[config.mk]
export PLATFORM = sky130hd
export DESIGN_NAME = adder_pg_stage
export DESIGN_NICKNAME = d
export VERILOG_FILES = /design/src/rtl/adder_pg_stage.sv
export SDC_FILE = /design/constraint.sdc
export NUM_CORES = 1
export LEC_CHECK = 0
export BUFFER_PORTS_ARGS = -buffer_cell sky130_fd_sc_hd__buf_4
export CAP_MARGIN = 20
export CELL_PAD_IN_SITES_DETAIL_PLACEMENT = 0
export CELL_PAD_IN_SITES_GLOBAL_PLACEMENT = 1
export CORE_MARGIN = 10
export CORE_UTILIZATION = 35
export CTS_CLUSTER_SIZE = 10
export DETAILED_ROUTE_END_ITERATION = 6
export HOLD_SLACK_MARGIN = 0.12
export PLACE_DENSITY_LB_ADDON = 0.1
export SLEW_MARGIN = 20
export SYNTH_ARGS = -nofsm -noshare
export SYNTH_HDL_FRONTEND = slang
export SYNTH_SLANG_ARGS = --single-unit
[constraint.sdc]
create_clock -name clk -period 2.5 [get_ports clk]
set_input_delay 0.25 -clock clk [delete_from_list [all_inputs] [get_ports clk]]
set_output_delay 0.25 -clock clk [all_outputs]
set_load 0.02 [all_outputs]
[src/rtl/adder_pg_stage.sv]
// rtl/adder_pg_stage.sv - generate/propagate front stage of a prefix adder with a 2-entry skid buffer
`ifndef LEN_DATA
`define LEN_DATA 32
`endif

module adder_pg_stage #(
  parameter int LEN = `LEN_DATA
) (
  input  logic           clk,
  input  logic           rst,
  input  logic           flush,
  input  logic           in_valid,
  output logic           in_ready,
  input  logic [LEN-1:0] a,
  input  logic [LEN-1:0] b,
  input  logic           sub,
  input  logic           cin,
  output logic           out_valid,
  input  logic           out_ready,
  output logic [LEN-1:0] generate_out,
  output logic [LEN-1:0] propogate_out,
  output logic [LEN-1:0] half_sum_out,
  output logic           cin_out
);

  localparam int BW = 3 * LEN + 1;

  typedef enum logic [1:0] {
    EMPTY = 2'd0,
    ONE   = 2'd1,
    TWO   = 2'd2
  } state_t;

  state_t          state_q, state_d;
  logic [BW-1:0]   head_q, head_d;
  logic [BW-1:0]   skid_q, skid_d;
  logic            in_ready_q;
  logic            out_valid_q;

  logic [LEN-1:0]  b_eff;
  logic            cin_eff;
  logic [LEN-1:0]  half_sum;
  logic [LEN-1:0]  gen;
  logic [LEN-1:0]  prop;
  logic [BW-1:0]   beat;
  logic            accept;
  logic            pop;

  // Subtraction is A + ~B + 1; the carry-in is folded into bit 0 so the prefix tree sees no cin.
  always_comb begin
    b_eff    = sub ? ~b : b;
    cin_eff  = sub | cin;
    half_sum = a ^ b_eff;
    gen      = a & b_eff;
    gen[0]   = (a[0] & b_eff[0]) | (half_sum[0] & cin_eff);
    prop     = half_sum;
    prop[0]  = 1'b0;
    beat     = {gen, prop, half_sum, cin_eff};
  end

  assign accept = in_valid & in_ready_q;
  assign pop    = out_valid_q & out_ready;

  always_comb begin
    state_d = state_q;
    head_d  = head_q;
    skid_d  = skid_q;
    case (state_q)
      EMPTY: begin
        if (accept) begin
          state_d = ONE;
          head_d  = beat;
        end
      end
      ONE: begin
        if (accept && !pop) begin
          state_d = TWO;
          skid_d  = beat;
        end else if (pop && !accept) begin
          state_d = EMPTY;
        end else if (accept && pop) begin
          head_d = beat;
        end
      end
      TWO: begin
        if (pop) begin
          state_d = ONE;
          head_d  = skid_q;
        end
      end
      default: state_d = EMPTY;
    endcase
    // Flush drops the occupancy only; stale data stays in the registers.
    if (flush) begin
      state_d = EMPTY;
      head_d  = head_q;
      skid_d  = skid_q;
    end
  end

  always_ff @(posedge clk) begin
    if (rst) begin
      state_q     <= EMPTY;
      head_q      <= '0;
      skid_q      <= '0;
      in_ready_q  <= 1'b1;
      out_valid_q <= 1'b0;
    end else begin
      state_q     <= state_d;
      head_q      <= head_d;
      skid_q      <= skid_d;
      in_ready_q  <= (state_d != TWO);
      out_valid_q <= (state_d != EMPTY);
    end
  end

  assign in_ready      = in_ready_q;
  assign out_valid     = out_valid_q;
  assign generate_out  = head_q[BW-1 -: LEN];
  assign propogate_out = head_q[2*LEN -: LEN];
  assign half_sum_out  = head_q[LEN -: LEN];
  assign cin_out       = head_q[0];

endmodule

After elaboration in Yosys (flattened, before gate mapping)
Index checks and enable logic that the tools add are counted.

word-level totals
  flip-flop bits (word level) = 197
  bits of input ports = 71

operators by class
  equality and inequality tests = 8
  muxes and demuxes = 13
  bitwise gates (word level) = 10
  reductions and logical operators = 10

operator list
  kind                                                              count
  97-bit 2-to-1 mux                                                 5
  97-bit one-hot mux with 3 select lines                            1
  32-bit AND                                                        1
  32-bit 2-to-1 mux                                                 1
  32-bit inverter                                                   1
  32-bit XOR                                                        1
  2-bit != test (second input constant)                             6
  2-bit 2-to-1 mux                                                  5
  7-bit AND reduction                                               1
  2-bit one-hot mux with 3 select lines                             1
  1-bit AND                                                         4
  1-bit logical AND                                                 3
  3-bit AND reduction                                               1
  3-bit nonzero test                                                1
  2-bit by 1-bit == test with 1-bit output (second input constant)  1
  2-bit == test (second input constant)                             1
  1-bit zero test                                                   2
  2-bit zero test                                                   1
  1-bit OR                                                          2
  2-bit nonzero test                                                1
  1-bit inverter                                                    1

Longest topological paths before layout
  depth in word-level cells = 9
  mapped depth = 7

Worst setup path before layout
Ideal clock, no wire load.

  path type = input port to flip-flop
  start = in sub
  end = reg head_q[43]
  setup time = 0.089 ns
  data arrival time = 1.637 ns
  setup slack = 0.774 ns
  cell stages on the path = 6
  buffers on the path = 2
  path through = clkbuf_1 > buf_1 > xor2_1 > ha_1 > nand2_1 > a311oi_2

on the way
  cells in the longest elaborated chain, start to end = 6

ends and longest elaborated chain
  item                                      RTL line  RTL
  start: declaration                        16        input logic sub,
  32-bit 2-to-1 mux *                       51        b_eff = sub ? ~b : b;
  32-bit XOR *                              53        half_sum = a ^ b_eff;
  via beat[11]                              45        logic [BW-1:0] beat;
  97-bit 2-to-1 mux                         81        end else if (accept && pop) begin
  97-bit 2-to-1 mux                         79        end else if (pop && !accept) begin
  97-bit 2-to-1 mux                         76        if (accept && !pop) begin
  97-bit one-hot mux with 3 select lines *  68        case (state_q)
  end signal: assignment                    104       head_q <= '0;
  end signal: assignment                    110       head_q <= head_d;
  end: declaration                          35        logic [BW-1:0] head_q, head_d;

Mark *: on every way through the listed nets, which the timed path passes. The rest lies on a longest branch. The select of a mux whose other input is x is not followed.
A chain may end at the register's enable or synchronous reset.

Worst setup path in the final report
  start = in flush
  end = reg skid_q[40]

on the way
  cells in the longest elaborated chain, start to end = 2

ends and longest elaborated chain
  item                           RTL line  RTL
  start: declaration             11        input logic flush,
  1-bit inverter (no line)       -
  3-bit AND reduction (no line)  -
  end signal: assignment         111       skid_q <= skid_d;
  end: declaration               36        logic [BW-1:0] skid_q, skid_d;

Every way passes these cells.

==> results.yml <==
synth:
  yosysTopAreaCellShare_pct: 37.5
  synth.most_common_cell: "dfxtp_1"
  ys_ff_latch: 134
  yosysTopAreaCell: "dfxtp_1"
  syn_nets: 909
  ys_seq_area_share_pct: 37.5
  syn_area_sq_um: 7160
  synth_edf_count: 0
  ys_types: 37
  yosys_warnings: 0
  synth_common_cells: "dfxtp_1, nand2_1, a21oi_1, a221oi_1, nand3_1"
  synth_cells: 806
  synth.area.top_cells: "dfxtp_1, a311oi_2, a221oi_1, nand2_1, ha_1"
  ys.flop_type: "dfxtp_1"
  async_flop_share_pct: 0
  syn_area_per_cell_sq_um: 8.88
layout:
  final_area_sq_um: 9000
  drive_gt1_share_pct: 31.2
  syn_to_final_growth_pct: 25.7
  nets: 991
  antenna_cells: 0
timing:
  hold_viol_final: 0
  timing.final.crit_period_ns: 2.16
  rsz0062_at_grt: "false"
  worst_slew_pin_slew_ns: 0.764
  setup-tns-final_ns: 0
  worst_slack_ns: 0.341
  drv_slew: 0
  setup_viol: 0
  fmax_ghz: 0.463
  skew_ns: 0.00604
  slew_headroom_pct: 49.0
  finalCritPeriodShare_pct: 86.4
clock_network:
  cts.path.max_buffers: 2
  clock_latency_ns: 0.42
  cts_inserted_buffers: 17
  h-tree-depth: 4
  cts_tree: "built"
  root_buffer: "clkbuf_16"
  postCtsSetupBuffers: 0
  post_cts_resized: 0
  clock-sinks: 134
  clkSlewWorstSetupHoldPaths_ns: 0.06
drt:
  first_pass_iters: 5
  vias: 6675
  ant_nets: 0
  wire_per_inst_um: 21.7
  drt_iter0_drc: 511
  routed_wirelength_um: 25500
  drc_errors: 0
  viasPerCell: 5.70
worst_setup_path:
  r2r_start: "state_q[0]"
  crit_family: "buffers and inverters"
  cp.arrival_ns: 2.44
  path_class: "input pin to flop"
  max_stage_delay_ns: 0.74
  startpoint_type: "input pin"
  crit_chain: "dlygate4sd3_1 > buf_4 > nand4bb_2 > buf_12 > o21ai_0 > a21oi_1"
  endpoint_kind: "flop"
  critical_path_required_ns: 2.78
  crit_buf_inv: 3
  slowest_stage: "nand4bb_2"
  r2r_cells: 4
  path_depth: 6
  crit_fanout: 41
  cp-startpoint: "flush"
place:
  io_buffers: 168
  hpwl_um: 16300
  dpl_cell_area_sq_um: 8370
  dp_slack_ns: 0.453
  place_congestion: 0.819
power_and_ir_drop:
  p_sw_mw: 1.77
  fin_total_pwr_mw: 6.19
  switching_share_pct: 28.6
  peakVddDrop_mv: 0.480
  internal-power_mw: 4.42
  pwr-share-clk_pct: 43.2
  leakage_nw: 3.40
  seqPwrFrac_pct: 37.4
  power_frac_comb_pct: 19.5
  power_density_nw_per_um2: 687
global_routing:
  grt_pass1_vias: 6576
  grt_antenna_before_repair: 0
  overflow: 0
  grt_pass1_wl_um: 39400
  grtUsageTotal_pct: 18.6
  grt_max_degree: 66
die:
  initial_core_util_pct: 35.5
  dieArea_sq_um: 26600
  die_w_um: 163
  ioPinCount: 170
  die_h_um: 163
  core_area_sq_um: 20200
  std_cell_rows: 52
hold_path:
  min_path_type: "input pin to flop"
  hold_depth: 3
  min_from: "in_valid"
flow_run:
  cap_violations: 0
run_status:
  status: "finished, final reports clean"
## cells in the final DEF, fill, tap and decap left out, types with 2 or more instances in the layout
cell type | netlist | layout
clkinv_4 | 0 | 2
buf_12 | 0 | 7
nand2_1 | 126 | 126
a211o_1 | 2 | 2
nor2_1 | 3 | 3
nand3_1 | 63 | 63
bufinv_16 | 0 | 4
mux2i_1 | 2 | 2
nor3b_1 | 2 | 2
buf_4 | 37 | 184
ha_1 | 32 | 32
a211oi_1 | 2 | 2
a21oi_1 | 68 | 68
clkbuf_16 | 0 | 17
xor2_1 | 32 | 32
o21ai_0 | 61 | 61
dfxtp_1 | 134 | 134
a311oi_1 | 14 | 14
a221oi_1 | 63 | 63
nand2b_1 | 3 | 2
clkinv_2 | 0 | 4
o21ai_1 | 4 | 4
a311oi_2 | 50 | 50
clkinvlp_4 | 0 | 3
## worst min-delay path: cells and delay by family
kind | cells | cell delay, ns
AOI/OAI and AO/OA | 2 | 0.23
buffers and inverters | 1 | 0.11
## routing by layer
metal,wire (um),global-route usage (%)
met5,0,0
met2,11700,27.8
met3,1600,3.95
met1,11900,26.5
met4,329,5.04
## per-stage QoR
stage          util [%]  hold slack, ns  instances
6_report           44.6           0.210       1171
3_3_place_gp       41.5           0.459       1138
2_1_floorplan         -           0.323        806
4_1_cts            44.6           0.189       1171
3_5_place_dp       41.5           0.467       1138
5_1_grt            44.6           0.206       1171
## state kept, by name, summed over array words and instances (netlist names)
register   count
head_q        65
skid_q        65
state_q        2
in_ready       1
out_valid      1
## power by group through the flow
stage          Combinational, mW  Sequential [mW]  Clock (mW)
5_1_grt                     1.30             2.32        2.79
3_3_place_gp                1.20             2.36           0
6_report                    1.20             2.31        2.67
4_1_cts                     1.21             2.31        2.71
2_1_floorplan              0.677             2.42           0
3_5_place_dp                1.21             2.36           0
## worst paths after layout
kind / endpoint / slack (ns)
hold reg to reg: skid_q[74] / 0.48
hold / removal: out_valid / 0.21
setup reg to reg: head_q[59] / 0.44
setup / recovery: skid_q[40] / 0.34
## layout make-up
type                       instances  area, sq um
timing repair buffer             192         1530
inverter                           2         7.51
fill                            1960        11200
clock inverter                    13          180
sequential                       134         2680
tap                              270          338
multi-input combinational        541         3820
clock buffer                      19          443
## repair_timing
| action | in CTS | in global routing |
|---|---|---|
| endpoints found under the setup margin | 0 | 0 |
| hold buffers | 1 | 0 |
| endpoints found under the hold margin | 4 | 0 |
## logic make-up (layout without fill, tap and decap cells)
kind of cell	after synthesis	after routing	synth area share, %
DFF	134	134	37.5
muxes	2	2	0.280
xor gates and xnor gates	32	32	3.91
adders and majority gates	32	32	5.59
and+or+nand+nor	205	205	12.6
buffers and inverters	131	226	9.82
AOI/OAI and AO/OA	269	269	30.3
other	1	1	0.0524
Note: power is estimated with default switching activity, not from simulation.
